[config.mk]
export PLATFORM = sky130hd
export DESIGN_NAME = pipe_ctrl_flat
export DESIGN_NICKNAME = d
export VERILOG_FILES = /design/src/rtl/pipe_ctrl_pkg.sv /design/src/rtl/pipe_ctrl_if.sv /design/src/rtl/pipe_ctrl_hazard_detect.sv /design/src/rtl/pipe_ctrl.sv /design/src/flat_wrapper.sv
export SDC_FILE = /design/constraint.sdc
export NUM_CORES = 1
export LEC_CHECK = 0
export CAP_MARGIN = 40
export CORE_MARGIN = 2
export CORE_UTILIZATION = 35
export CTS_BUF_LIST = sky130_fd_sc_hd__clkbuf_8 sky130_fd_sc_hd__clkbuf_16
export DETAILED_ROUTE_END_ITERATION = 7
export PLACE_DENSITY_LB_ADDON = 0.1
export SLEW_MARGIN = 20
export SYNTH_ARGS = -nofsm -noshare
export SYNTH_HDL_FRONTEND = slang
export SYNTH_SLANG_ARGS = --single-unit
[constraint.sdc]
create_clock -name clk -period 2.9 [get_ports clk]
set_clock_uncertainty 0.05 [all_clocks]
set_input_delay 0.725 -clock clk [delete_from_list [all_inputs] [get_ports clk]]
set_output_delay 0.725 -clock clk [all_outputs]
set_load 0.02 [all_outputs]
[src/rtl/pipe_ctrl_pkg.sv]
// Shared constants for the 4-stage pipeline sequencer: opcodes, branch selects,
// PC source selects and the sequencer state encoding.
// Pure declarations; no logic, no latency, no flow control.
package pipe_ctrl_pkg;

  // Instruction opcodes seen by the sequencer (DOF stage opcode field)
  localparam logic [6:0] OP_NOP  = 7'h00;
  localparam logic [6:0] OP_ADD  = 7'h02;
  localparam logic [6:0] OP_LD   = 7'h21;
  localparam logic [6:0] OP_ST   = 7'h01;
  localparam logic [6:0] OP_BZ   = 7'h60;
  localparam logic [6:0] OP_BNZ  = 7'h61;
  localparam logic [6:0] OP_JMR  = 7'h70;
  localparam logic [6:0] OP_JMP  = 7'h44;
  localparam logic [6:0] OP_JML  = 7'h0C;
  localparam logic [6:0] HALT_OP = 7'h7F;

  // Branch select carried by the EX stage
  localparam logic [1:0] BS_NONE = 2'b00;
  localparam logic [1:0] BS_COND = 2'b01;
  localparam logic [1:0] BS_REG  = 2'b10;
  localparam logic [1:0] BS_JMP  = 2'b11;

  // PC source select
  localparam logic [1:0] PCS_INC = 2'b00;
  localparam logic [1:0] PCS_BR  = 2'b01;
  localparam logic [1:0] PCS_REG = 2'b10;
  localparam logic [1:0] PCS_JMP = 2'b11;

  typedef enum logic [1:0] {
    ST_RUN      = 2'd0,
    ST_WAIT_MEM = 2'd1,
    ST_DRAIN    = 2'd2,
    ST_HALTED   = 2'd3
  } state_t;

  // PC source for a taken branch/jump with the given branch select
  function automatic logic [1:0] pc_sel_for(input logic [1:0] bs);
    case (bs)
      BS_COND: return PCS_BR;
      BS_REG:  return PCS_REG;
      BS_JMP:  return PCS_JMP;
      BS_NONE: return PCS_INC;
      default: return PCS_INC;
    endcase
  endfunction

  // True for opcodes that redirect or stop the instruction stream
  function automatic logic is_ctrl_op(input logic [6:0] op);
    return (op == OP_BZ) || (op == OP_BNZ) || (op == OP_JMR) ||
           (op == OP_JMP) || (op == OP_JML) || (op == HALT_OP);
  endfunction

  // True for opcodes that access data memory or only compute
  function automatic logic is_data_op(input logic [6:0] op);
    return (op == OP_LD) || (op == OP_ST) || (op == OP_ADD) || (op == OP_NOP);
  endfunction

endpackage

[src/rtl/pipe_ctrl_if.sv]
// Bundle of decoded stage fields into the sequencer and pipeline controls out of it.
// Wires only; no latency.
// No flow control of its own; the sequencer drives the stall/enable controls.
interface pipe_ctrl_if #(parameter int CNT_W = 16);
  import pipe_ctrl_pkg::*;

  // DOF stage
  logic             id_valid;
  logic [6:0]       id_opcode;
  logic [4:0]       id_sa;
  logic [4:0]       id_sb;
  logic             id_use_a;
  logic             id_use_b;
  // EX stage
  logic             ex_valid;
  logic             ex_rw;
  logic [4:0]       ex_dr;
  logic [1:0]       ex_bs;
  logic             ex_ps;
  logic             ex_zero;
  // WB stage
  logic             wb_valid;
  logic             wb_rw;
  logic [4:0]       wb_dr;
  // memory and halt release
  logic             mem_req;
  logic             mem_ack;
  logic             resume;
  // controls
  logic             pc_we;
  logic [1:0]       pc_sel;
  logic             ifid_we;
  logic             ifid_flush;
  logic             idex_bubble;
  logic             exwb_we;
  logic             halted;
  logic [CNT_W-1:0] stall_cycles;
`ifdef PIPE_CTRL_FWD_EN
  logic             fwd_a;
  logic             fwd_b;
`endif

  modport master (
    output id_valid, id_opcode, id_sa, id_sb, id_use_a, id_use_b,
    output ex_valid, ex_rw, ex_dr, ex_bs, ex_ps, ex_zero,
    output wb_valid, wb_rw, wb_dr, mem_req, mem_ack, resume,
`ifdef PIPE_CTRL_FWD_EN
    input  fwd_a, fwd_b,
`endif
    input  pc_we, pc_sel, ifid_we, ifid_flush, idex_bubble, exwb_we,
    input  halted, stall_cycles
  );

  modport slave (
    input  id_valid, id_opcode, id_sa, id_sb, id_use_a, id_use_b,
    input  ex_valid, ex_rw, ex_dr, ex_bs, ex_ps, ex_zero,
    input  wb_valid, wb_rw, wb_dr, mem_req, mem_ack, resume,
`ifdef PIPE_CTRL_FWD_EN
    output fwd_a, fwd_b,
`endif
    output pc_we, pc_sel, ifid_we, ifid_flush, idex_bubble, exwb_we,
    output halted, stall_cycles
  );

endinterface

[src/rtl/pipe_ctrl_hazard_detect.sv]
// Read-after-write hazard check of DOF sources against EX/WB destinations (PIPE_CTRL_FWD_EN: WB matches forward).
// Purely combinational, zero latency.
// No flow control; the result feeds the sequencer's stall decision.
module pipe_ctrl_hazard_detect (
  input  logic       id_valid,
  input  logic       id_use_a,
  input  logic       id_use_b,
  input  logic [4:0] id_sa,
  input  logic [4:0] id_sb,
  input  logic       ex_valid,
  input  logic       ex_rw,
  input  logic [4:0] ex_dr,
  input  logic       wb_valid,
  input  logic       wb_rw,
  input  logic [4:0] wb_dr,
`ifdef PIPE_CTRL_FWD_EN
  output logic       fwd_a,
  output logic       fwd_b,
`endif
  output logic       hazard
);

  logic ex_a, ex_b, wb_a, wb_b;

  // Per-source match against each later stage; R0 is hard-wired zero so never conflicts
  always_comb begin
    ex_a = id_valid & id_use_a & (id_sa != 5'd0) & ex_valid & ex_rw & (ex_dr == id_sa);
    ex_b = id_valid & id_use_b & (id_sb != 5'd0) & ex_valid & ex_rw & (ex_dr == id_sb);
    wb_a = id_valid & id_use_a & (id_sa != 5'd0) & wb_valid & wb_rw & (wb_dr == id_sa);
    wb_b = id_valid & id_use_b & (id_sb != 5'd0) & wb_valid & wb_rw & (wb_dr == id_sb);
`ifdef PIPE_CTRL_FWD_EN
    hazard = ex_a | ex_b;
    fwd_a  = wb_a;
    fwd_b  = wb_b;
`else
    hazard = ex_a | ex_b | wb_a | wb_b;
`endif
  end

endmodule

[src/rtl/pipe_ctrl.sv]
// Pipeline sequencer for the IF/DOF/EX/WB core: PC update, stage enables, bubbles, flushes, HALT drain (PIPE_CTRL_FWD_EN adds WB forwarding).
// Controls are combinational from state and inputs (zero latency); halted and stall_cycles are registered.
// Memory waits freeze every stage enable until mem_ack; hazards hold IF/DOF and bubble EX.
module pipe_ctrl
  import pipe_ctrl_pkg::*;
#(
  parameter int CNT_W     = 16,
  parameter int DRAIN_CYC = 2
) (
  input  logic        clk,
  input  logic        rst,
  pipe_ctrl_if.slave  pif
);

  localparam int DW = (DRAIN_CYC < 1) ? 1 : $clog2(DRAIN_CYC + 1);

  state_t           state_q, state_n;
  logic [DW-1:0]    drain_q, drain_n;
  logic             halted_q;
  logic [CNT_W-1:0] stall_q;

  logic       hazard;
  logic       taken;
  logic       halt_in_dof;
  logic       mem_wait;
  logic       use_run;
  logic       pc_we;
  logic [1:0] pc_sel;
  logic       ifid_we;
  logic       ifid_flush;
  logic       idex_bubble;
  logic       exwb_we;

  pipe_ctrl_hazard_detect u_hazard (
    .id_valid (pif.id_valid),
    .id_use_a (pif.id_use_a),
    .id_use_b (pif.id_use_b),
    .id_sa    (pif.id_sa),
    .id_sb    (pif.id_sb),
    .ex_valid (pif.ex_valid),
    .ex_rw    (pif.ex_rw),
    .ex_dr    (pif.ex_dr),
    .wb_valid (pif.wb_valid),
    .wb_rw    (pif.wb_rw),
    .wb_dr    (pif.wb_dr),
`ifdef PIPE_CTRL_FWD_EN
    .fwd_a    (pif.fwd_a),
    .fwd_b    (pif.fwd_b),
`endif
    .hazard   (hazard)
  );

  // Event decode; BZ (ps=0) branches on zero, BNZ (ps=1) on nonzero, bs[1] is unconditional
  always_comb begin
    taken = pif.ex_valid &
            (((pif.ex_bs == BS_COND) & (pif.ex_zero ^ pif.ex_ps)) | pif.ex_bs[1]);
    halt_in_dof = pif.id_valid & (pif.id_opcode == HALT_OP);
    mem_wait    = pif.mem_req & ~pif.mem_ack;
  end

  // Next state and Mealy controls; RUN rules also apply on the WAIT_MEM release cycle
  always_comb begin
    state_n     = state_q;
    drain_n     = drain_q;
    use_run     = 1'b0;
    pc_we       = 1'b0;
    pc_sel      = PCS_INC;
    ifid_we     = 1'b0;
    ifid_flush  = 1'b0;
    idex_bubble = 1'b0;
    exwb_we     = 1'b0;

    case (state_q)
      ST_RUN:      use_run = 1'b1;
      ST_WAIT_MEM: use_run = pif.mem_ack;
      ST_DRAIN: begin
        // A pending memory op freezes the drain without consuming a cycle
        if (!mem_wait) begin
          idex_bubble = 1'b1;
          exwb_we     = 1'b1;
          if (drain_q <= DW'(1)) begin
            drain_n = '0;
            state_n = ST_HALTED;
          end else begin
            drain_n = drain_q - DW'(1);
          end
        end
      end
      ST_HALTED: begin
        if (pif.resume) state_n = ST_RUN;
      end
      default: state_n = ST_RUN;
    endcase

    if (use_run) begin
      state_n = ST_RUN;
      if (mem_wait) begin
        state_n = ST_WAIT_MEM;
      end else if (taken) begin
        // Redirect wins over anything in DOF: wrong-path IF/DOF contents are discarded
        pc_we       = 1'b1;
        pc_sel      = pc_sel_for(pif.ex_bs);
        ifid_flush  = 1'b1;
        idex_bubble = 1'b1;
        exwb_we     = 1'b1;
      end else if (halt_in_dof) begin
        // HALT moves on into EX; fetch stops while older work drains
        exwb_we = 1'b1;
        state_n = ST_DRAIN;
        drain_n = DW'(DRAIN_CYC);
      end else if (hazard) begin
        idex_bubble = 1'b1;
        exwb_we     = 1'b1;
      end else begin
        pc_we   = 1'b1;
        ifid_we = 1'b1;
        exwb_we = 1'b1;
      end
    end
  end

  // State, drain counter, halted flag and saturating stall counter
  always_ff @(posedge clk) begin
    if (rst) begin
      state_q  <= ST_RUN;
      drain_q  <= '0;
      halted_q <= 1'b0;
      stall_q  <= '0;
    end else begin
      state_q  <= state_n;
      drain_q  <= drain_n;
      halted_q <= (state_n == ST_HALTED);
      if ((state_q != ST_HALTED) && !pc_we && (stall_q != '1))
        stall_q <= stall_q + CNT_W'(1);
    end
  end

  assign pif.pc_we        = pc_we;
  assign pif.pc_sel       = pc_sel;
  assign pif.ifid_we      = ifid_we;
  assign pif.ifid_flush   = ifid_flush;
  assign pif.idex_bubble  = idex_bubble;
  assign pif.exwb_we      = exwb_we;
  assign pif.halted       = halted_q;
  assign pif.stall_cycles = stall_q;

endmodule

[src/flat_wrapper.sv]
// flat-port wrapper written by rule: the top's interface ports become plain ports
module pipe_ctrl_flat import pipe_ctrl_pkg::*;
#(
  parameter int CNT_W     = 16,
  parameter int DRAIN_CYC = 2
)
  (clk, rst, pif_id_valid, pif_id_opcode, pif_id_sa, pif_id_sb, pif_id_use_a, pif_id_use_b, pif_ex_valid, pif_ex_rw, pif_ex_dr, pif_ex_bs, pif_ex_ps, pif_ex_zero, pif_wb_valid, pif_wb_rw, pif_wb_dr, pif_mem_req, pif_mem_ack, pif_resume, pif_pc_we, pif_pc_sel, pif_ifid_we, pif_ifid_flush, pif_idex_bubble, pif_exwb_we, pif_halted, pif_stall_cycles);
  pipe_ctrl_if #(.CNT_W(CNT_W)) pif_i ();
  input  logic clk;
  input  logic rst;
  input wire logic [$bits(pif_i.id_valid)-1:0] pif_id_valid;
  input wire logic [$bits(pif_i.id_opcode)-1:0] pif_id_opcode;
  input wire logic [$bits(pif_i.id_sa)-1:0] pif_id_sa;
  input wire logic [$bits(pif_i.id_sb)-1:0] pif_id_sb;
  input wire logic [$bits(pif_i.id_use_a)-1:0] pif_id_use_a;
  input wire logic [$bits(pif_i.id_use_b)-1:0] pif_id_use_b;
  input wire logic [$bits(pif_i.ex_valid)-1:0] pif_ex_valid;
  input wire logic [$bits(pif_i.ex_rw)-1:0] pif_ex_rw;
  input wire logic [$bits(pif_i.ex_dr)-1:0] pif_ex_dr;
  input wire logic [$bits(pif_i.ex_bs)-1:0] pif_ex_bs;
  input wire logic [$bits(pif_i.ex_ps)-1:0] pif_ex_ps;
  input wire logic [$bits(pif_i.ex_zero)-1:0] pif_ex_zero;
  input wire logic [$bits(pif_i.wb_valid)-1:0] pif_wb_valid;
  input wire logic [$bits(pif_i.wb_rw)-1:0] pif_wb_rw;
  input wire logic [$bits(pif_i.wb_dr)-1:0] pif_wb_dr;
  input wire logic [$bits(pif_i.mem_req)-1:0] pif_mem_req;
  input wire logic [$bits(pif_i.mem_ack)-1:0] pif_mem_ack;
  input wire logic [$bits(pif_i.resume)-1:0] pif_resume;
  output wire logic [$bits(pif_i.pc_we)-1:0] pif_pc_we;
  output wire logic [$bits(pif_i.pc_sel)-1:0] pif_pc_sel;
  output wire logic [$bits(pif_i.ifid_we)-1:0] pif_ifid_we;
  output wire logic [$bits(pif_i.ifid_flush)-1:0] pif_ifid_flush;
  output wire logic [$bits(pif_i.idex_bubble)-1:0] pif_idex_bubble;
  output wire logic [$bits(pif_i.exwb_we)-1:0] pif_exwb_we;
  output wire logic [$bits(pif_i.halted)-1:0] pif_halted;
  output wire logic [$bits(pif_i.stall_cycles)-1:0] pif_stall_cycles;
  assign pif_i.id_valid = pif_id_valid;
  assign pif_i.id_opcode = pif_id_opcode;
  assign pif_i.id_sa = pif_id_sa;
  assign pif_i.id_sb = pif_id_sb;
  assign pif_i.id_use_a = pif_id_use_a;
  assign pif_i.id_use_b = pif_id_use_b;
  assign pif_i.ex_valid = pif_ex_valid;
  assign pif_i.ex_rw = pif_ex_rw;
  assign pif_i.ex_dr = pif_ex_dr;
  assign pif_i.ex_bs = pif_ex_bs;
  assign pif_i.ex_ps = pif_ex_ps;
  assign pif_i.ex_zero = pif_ex_zero;
  assign pif_i.wb_valid = pif_wb_valid;
  assign pif_i.wb_rw = pif_wb_rw;
  assign pif_i.wb_dr = pif_wb_dr;
  assign pif_i.mem_req = pif_mem_req;
  assign pif_i.mem_ack = pif_mem_ack;
  assign pif_i.resume = pif_resume;
  assign pif_pc_we = pif_i.pc_we;
  assign pif_pc_sel = pif_i.pc_sel;
  assign pif_ifid_we = pif_i.ifid_we;
  assign pif_ifid_flush = pif_i.ifid_flush;
  assign pif_idex_bubble = pif_i.idex_bubble;
  assign pif_exwb_we = pif_i.exwb_we;
  assign pif_halted = pif_i.halted;
  assign pif_stall_cycles = pif_i.stall_cycles;
  pipe_ctrl #(.CNT_W(CNT_W), .DRAIN_CYC(DRAIN_CYC)) u_core (.clk(clk), .rst(rst), .pif(pif_i));
endmodule
Yosys cells after proc, flatten, opt, wreduce, memory -nomap -nowiden
Cells that the tools add are included.

operators by class
  bitwise logic cells = 26
  shift-type cells = 0
  multiply operators = 0
  multiplexer cells = 40
  magnitude comparators = 1
  equal/unequal tests = 14
  divide/modulo/power cells = 0
  reductions and logical operators = 7
  $add $sub $neg = 2

operators by type and width
  cell                                                            number
  2-to-1 mux 2 bit                                                17
  AND 1 bit                                                       20
  == test 5 bit                                                   4
  2-to-1 mux 1 bit                                                20
  adder 16 x 1 -> 16 bit, second input constant                   1
  inequality test 16 bit, second input constant                   1
  == test 2 bit, second input constant                            5
  nonzero test 5 bit                                              2
  case mux 2 bit (4 select lines)                                 1
  == test 7 bit, second input constant                            1
  == test 2 x 1 -> 1 bit, second input constant                   2
  logical NOT 2 bit                                               2
  OR 1 bit                                                        4
  case mux 2 bit (2 select lines)                                 1
  less-or-equal comparator 2 x 1 -> 1 bit, second input constant  1
  logical AND 1 bit                                               2
  inequality test 2 bit, second input constant                    1
  case mux 1 bit (2 select lines)                                 1
  subtractor 2 x 1 -> 2 bit, second input constant                1
  logical NOT 1 bit                                               1
  NOT 1 bit                                                       1
  bitwise XOR 1 bit                                               1

storage, ports and cells
  ROM bits = 0
  bits in registers = 21
  latch bits = 0
  memories kept = 0
  RAM bits = 0

Depth between registers and ports, before layout
  word-level depth = 16
  depth in mapped cells = 8
  mapped depth without buffers = 7

Hierarchy
A second synthesis with hierarchy kept.

second synthesis, totals
  cells, all modules = 182
  area, all modules = 1465.2 µm²

by module, submodules not included
  module                   area an instance (µm²)  instances  cells an instance
  pipe_ctrl                1191.1                  1          147
  pipe_ctrl_hazard_detect  274.0                   1          35

Worst setup path before layout
Ideal clock, no wire load.

  path type = input to output
  start = input pif_id_sa[1]
  end = output pif_ifid_we
  slack = -109 ps
  arrival = 2234 ps
  cell stages on the path = 6
  buffers on the path = 1
  path through = or4_1 -> o211ai_1 -> o22ai_1 -> nor3_2 -> clkbuf_1 -> and2_1

on the way
  cells in the longest elaborated chain, start to end = 13
  elaborated cells between the ends (all ways) = 18
  those cells by class = eq/ne: 2; mux: 5; bitwise: 10; reduce/logical: 1

RTL lines
  element                     line                                                          text
  start, declared             flat_wrapper.sv:13                                            input wire logic [$bits(pif_i.id_sa)-1:0] pif_id_sa;
  nonzero test 5 bit          pipe_ctrl_hazard_detect.sv:27, pipe_ctrl_hazard_detect.sv:29
  AND 1 bit                   pipe_ctrl_hazard_detect.sv:27, pipe_ctrl_hazard_detect.sv:29
  AND 1 bit (3 in series)     pipe_ctrl_hazard_detect.sv:27                                 ex_a = id_valid & id_use_a & (id_sa != 5'd0) & ex_valid & ex_rw & (ex_dr == id_sa);
  OR 1 bit                    pipe_ctrl_hazard_detect.sv:36                                 hazard = ex_a | ex_b | wb_a | wb_b;
  OR 1 bit (*) (2 in series)  pipe_ctrl_hazard_detect.sv:36
  2-to-1 mux 1 bit (*)        pipe_ctrl.sv:111                                              end else if (hazard) begin
  2-to-1 mux 1 bit (*)        pipe_ctrl.sv:106                                              end else if (halt_in_dof) begin
  2-to-1 mux 1 bit (*)        pipe_ctrl.sv:99                                               end else if (taken) begin
  2-to-1 mux 1 bit (*)        pipe_ctrl.sv:97                                               if (mem_wait) begin
  2-to-1 mux 1 bit (*)        pipe_ctrl.sv:95                                               if (use_run) begin
  end, declared               flat_wrapper.sv:31                                            output wire logic [$bits(pif_i.ifid_we)-1:0] pif_ifid_we;

Every way passes the cells marked *; elsewhere a longest branch is shown, timed or not.

Worst setup path after layout
  start = input pif_wb_dr[4]
  end = output pif_pc_we

on the way
  cells in the longest elaborated chain, start to end = 9
  elaborated cells between the ends (all ways) = 11
  those cells by class = eq/ne: 2; mux: 5; bitwise: 4

RTL lines
  element               line                           text
  start, declared       flat_wrapper.sv:25             input wire logic [$bits(pif_i.wb_dr)-1:0] pif_wb_dr;
  == test 5 bit         pipe_ctrl_hazard_detect.sv:29  wb_a = id_valid & id_use_a & (id_sa != 5'd0) & wb_valid & wb_rw & (wb_dr == id_sa);
  AND 1 bit             pipe_ctrl_hazard_detect.sv:29
  OR 1 bit              pipe_ctrl_hazard_detect.sv:36
  OR 1 bit (*)          pipe_ctrl_hazard_detect.sv:36
  2-to-1 mux 1 bit (*)  pipe_ctrl.sv:111
  2-to-1 mux 1 bit (*)  pipe_ctrl.sv:106
  2-to-1 mux 1 bit (*)  pipe_ctrl.sv:99
  2-to-1 mux 1 bit (*)  pipe_ctrl.sv:97
  2-to-1 mux 1 bit (*)  pipe_ctrl.sv:95
  end, declared         flat_wrapper.sv:29             output wire logic [$bits(pif_i.pc_we)-1:0] pif_pc_we;

Marked as above.

==> results.md <==
• **result of the run** finished, violations left
• **violated checks** negative setup slack
• **arrival time at the worst endpoint** 2.20 ns
• **number of nets still failing antenna checks after routing** 0
• **num rows** 23
• **buffers from clock root to sink, at most** 2
• **hold buffer count at CTS** 0
• **count of maximum capacitance violations** 0
• **switching portion of total power** 28.0%
• **type of destination of the critical path** primary output
• **crit-path cells** clkdlybuf4s15_1 > xor2_1 > nor4_2 > a22oi_1 > o22ai_2 > nor3_2 > or2_4 > buf_6
• **Seq cells post-synth** 21
• **count of placed standard cells in the final layout, fillers left out** 318
• **logic gate share of total power** 27.5%
• **count of nets after finishing** 313
• **area delta synth->final** 58.0%
• **chip height** 69.7 um
• **initial cell density of the core** 36.9%
• **transition time of the tightest slew-check pin** 0.368 ns
• **unrepaired setup endpoints after global routing** true
• **number of buffers added on ports** 66
• **number of DRC markers after the initial detailed-route iteration** 101
• **count of endpoints failing setup in the final report** 3
• **clock sink count** 21
• **number of pins with negative max-slew slack in the final report** 0
• **first-pass GRT wire length** 6790 um
• **TritonCTS clock tree** done
• **number of flops mapped to enable cells by yosys** 0
• **floorplan die area** 0.00485 mm2
• **leakage power** 0.917 nW
• **final number of hold-violating endpoints** 0
• **overall routed net length** 4010 um
• **M1 wire length** 1860 um
• **Vias** 1630
• **via count of the first global-routing pass** 1565
• **kind of cell adding the most delay to the critical path** simple AND/OR/NAND/NOR gates
• **die boundary width** 69.7 um
• **syn avg cell area** 7.94 um2
• **Vias per Instance** 5.13
• **internal power consumption** 0.000488 W
• **H-Tree Level Count** 1
• **number of antenna violations at the first check in global routing** 0
• **cell type of the slowest stage on the worst timing path** sky130_fd_sc_hd__nor4_2
• **Detail Route met2 WL** 1930 um
• **clock period minus final worst setup slack** 2.97 ns
• **Synth Flop Type** sky130_fd_sc_hd__dfxtp_1
• **count of synthesis-stage warnings from yosys** 0
• **HPWL Detailed** 3070 um
• **Hold Worst Slack** 0.460 ns
• **cell count after synthesis** 190
• **pre-CTS setup slack** -0.893 ns
• **Seq pwr share** 43.3%
• **top achievable clock speed** 336 MHz
• **sequential area share after synthesis** 27.9%
• **floorplan core area** 0.00409 mm2
• **clock insertion delay at the later pin of the skew report** 0.26 ns
• **maximum fanout count along the critical path** 3
• **Synth Cell Area** 0.00151 mm2
• **overflow left after global routing** 0
• **Crit Path Category** input pin to primary output
• **proportion of register bits with asynchronous set or reset after synthesis** 0%
• **fraction of the cycle the final worst path needs** 102%
• **Tightest Hold Check Type** flip-flop to flip-flop
• **Total Power Consumption** 0.000678 W
• **post-placement cell count** 311
• **fraction of final layout cells sized beyond drive strength 1** 22.8%
• **final critical-path setup slack** -0.0724 ns
• **sum of buffers and inverters on the critical path** 2
• **antenna diode count** 0
• **I/O pin count** 67
• **clock power share** 29.1%
• **Max transition margin** 75.4%
• **biggest cell delay along the critical path** 0.29 ns
• **number of buffers created by CTS** 3
• **total met3 wirelength after detailed routing** 201 um
• **data required time at the worst endpoint** 2.12 ns
• **nature of the critical path startpoint** input pin
• **largest net degree at the start of global routing** 33
• **Pre-Repair DR Iteration Count** 4
• **number of distinct standard cells referenced by the synthesized netlist** 43
• **weighted congestion at the end of routability-driven global placement** 0.823
• **post-detailed-route DRC marker count** 0
• **power per cell area** 284 mW/mm2
• **WL/cell** 12.6 um
• **clock input transition at the sequential cells of the worst setup and hold paths** 0.08 ns
• **total nets after synthesis** 234
• **switching power of the nets** 0.000190 W
• **top routing layer in use** met4
• **total track usage** 16.4%
• **CTS Root Buffer Type** sky130_fd_sc_hd__clkbuf_8
• **Max VDD drop** 0.139 mV
worst min-delay path, cell delays in order (launching register included):
cell and delay, ns:
sky130_fd_sc_hd__dfxtp_1 0.34, sky130_fd_sc_hd__nand2b_1 0.07, sky130_fd_sc_hd__mux2i_1 0.05
cell usage after synthesis, types with 2 or more instances:
master	count	area share, %
sky130_fd_sc_hd__or4_1	4	2.0
sky130_fd_sc_hd__inv_1	3	0.75
sky130_fd_sc_hd__or3_1	4	1.7
sky130_fd_sc_hd__a22oi_1	2	0.99
sky130_fd_sc_hd__nor3_1	4	1.3
sky130_fd_sc_hd__nor3_2	2	1.3
sky130_fd_sc_hd__mux2_2	2	1.5
sky130_fd_sc_hd__nor2b_1	11	4.6
sky130_fd_sc_hd__a21oi_1	6	2.0
sky130_fd_sc_hd__nand2_1	13	3.2
sky130_fd_sc_hd__mux2_1	8	6.0
sky130_fd_sc_hd__o211ai_1	3	1.5
sky130_fd_sc_hd__and3_1	3	1.2
sky130_fd_sc_hd__o31ai_1	2	0.99
sky130_fd_sc_hd__clkbuf_1	5	1.2
sky130_fd_sc_hd__nand4_1	5	2.1
sky130_fd_sc_hd__buf_2	3	0.99
sky130_fd_sc_hd__nor4_1	9	3.7
sky130_fd_sc_hd__xor2_1	21	12
sky130_fd_sc_hd__or2_2	3	1.2
sky130_fd_sc_hd__nor3b_1	3	1.5
sky130_fd_sc_hd__and2_1	3	1.2
sky130_fd_sc_hd__o21ai_0	4	1.3
sky130_fd_sc_hd__nand2b_1	2	0.83
sky130_fd_sc_hd__nand3_1	8	2.7
sky130_fd_sc_hd__dfxtp_1	21	28
sky130_fd_sc_hd__nor2_1	20	5.0
what timing repair did:
item	CTS	global route
resized for setup	82	23
pin swaps	16	14
gates cloned	0	0
endpoints found under the hold margin	0	0
endpoints found under the setup margin	14	7
buffers inserted	0	3
logic make-up after synthesis:
group                    count (synthesis)  share of synthesized area, %
adder cells (fa/ha/maj)                  1                         0.829
AND/OR/NAND/NOR                         99                          36.5
buffers and inverters                   13                          3.98
AO/OA/AOI/OAI                           24                          10.5
flip-flops                              21                          27.9
XOR/XNOR                                21                          12.2
multiplexers                            11                          8.13
sequential cells by signal, summed over array words and instances, names as in the netlist:
register                 flops
u_core.state_q               2
u_core.pif.halted            1
u_core.drain_q               2
u_core.pif.stall_cycles     16
worst paths after layout:
| check | to | startpoint | cells after the start | slack, ns |
|---|---|---|---|---|
| setup / recovery | pif_pc_we | pif_wb_dr[4] | 8 | -0.07 |
| hold / removal | u_core.pif.stall_cycles[1] | u_core.pif.stall_cycles[1] | 2 | 0.46 |
| setup reg to reg | u_core.pif.stall_cycles[14] | u_core.pif.stall_cycles[0] | 8 | 0.66 |
| hold reg to reg | u_core.pif.stall_cycles[1] | u_core.pif.stall_cycles[1] | 2 | 0.46 |
routing by layer:
metal,GRT usage (%),up-vias
li1,-,830
met3,3.49,2
met4,4.49,0
met1,22.2,748
met2,26.5,50
met5,0,-
cell usage in the layout, fill, tap and decap left out, types with 4 or more instances in the layout:
cell / Yosys / final
sky130_fd_sc_hd__nor3_1: 4 / 4
sky130_fd_sc_hd__buf_4: 0 / 17
sky130_fd_sc_hd__a21oi_1: 6 / 6
sky130_fd_sc_hd__nor4_1: 9 / 6
sky130_fd_sc_hd__nor2_1: 20 / 19
sky130_fd_sc_hd__dlygate4sd2_1: 0 / 6
sky130_fd_sc_hd__nand2_1: 13 / 11
sky130_fd_sc_hd__buf_6: 1 / 7
sky130_fd_sc_hd__clkbuf_2: 0 / 5
sky130_fd_sc_hd__mux2_1: 8 / 8
sky130_fd_sc_hd__buf_2: 3 / 4
sky130_fd_sc_hd__nor2b_1: 11 / 11
sky130_fd_sc_hd__nand3_1: 8 / 8
sky130_fd_sc_hd__clkdlybuf4s15_1: 0 / 4
sky130_fd_sc_hd__nand4_1: 5 / 5
sky130_fd_sc_hd__clkdlybuf4s50_1: 0 / 39
sky130_fd_sc_hd__xor2_1: 21 / 20
sky130_fd_sc_hd__o21ai_0: 4 / 4
sky130_fd_sc_hd__dfxtp_1: 21 / 21
area by class of cell:
class                      instances  area (um2)
clock inverter                     1        5.00
tap                               50        62.6
clock buffer                       3        41.3
sequential                        21         420
inverter                           4        15.0
timing repair buffer              83         749
multi-input combinational        156        1090
fill                             392        1700
power groups by stage:
stage	Combinational [W]	Sequential [W]	Clock [W]
after global placement	0.000181	0.000301	0
after CTS	0.000177	0.000294	0.000203
after detailed placement	0.000181	0.000301	0
after global routing	0.000204	0.000295	0.000214
after floorplan	0.0000715	0.000303	0
final	0.000187	0.000294	0.000198
through the flow:
stage / instance area (um2) / utilization (%) / setup TNS (ns)
4_1_cts: 2320 / 56.9 / -0.235
6_report: 2380 / 58.4 / -0.0978
3_5_place_dp: 2290 / 56.1 / -7.57
3_3_place_gp: 2290 / 56.1 / -7.47
5_1_grt: 2380 / 58.4 / -0.305
2_1_floorplan: 1510 / - / -0.00797
No activity file was read; power rests on OpenSTA's default activity.
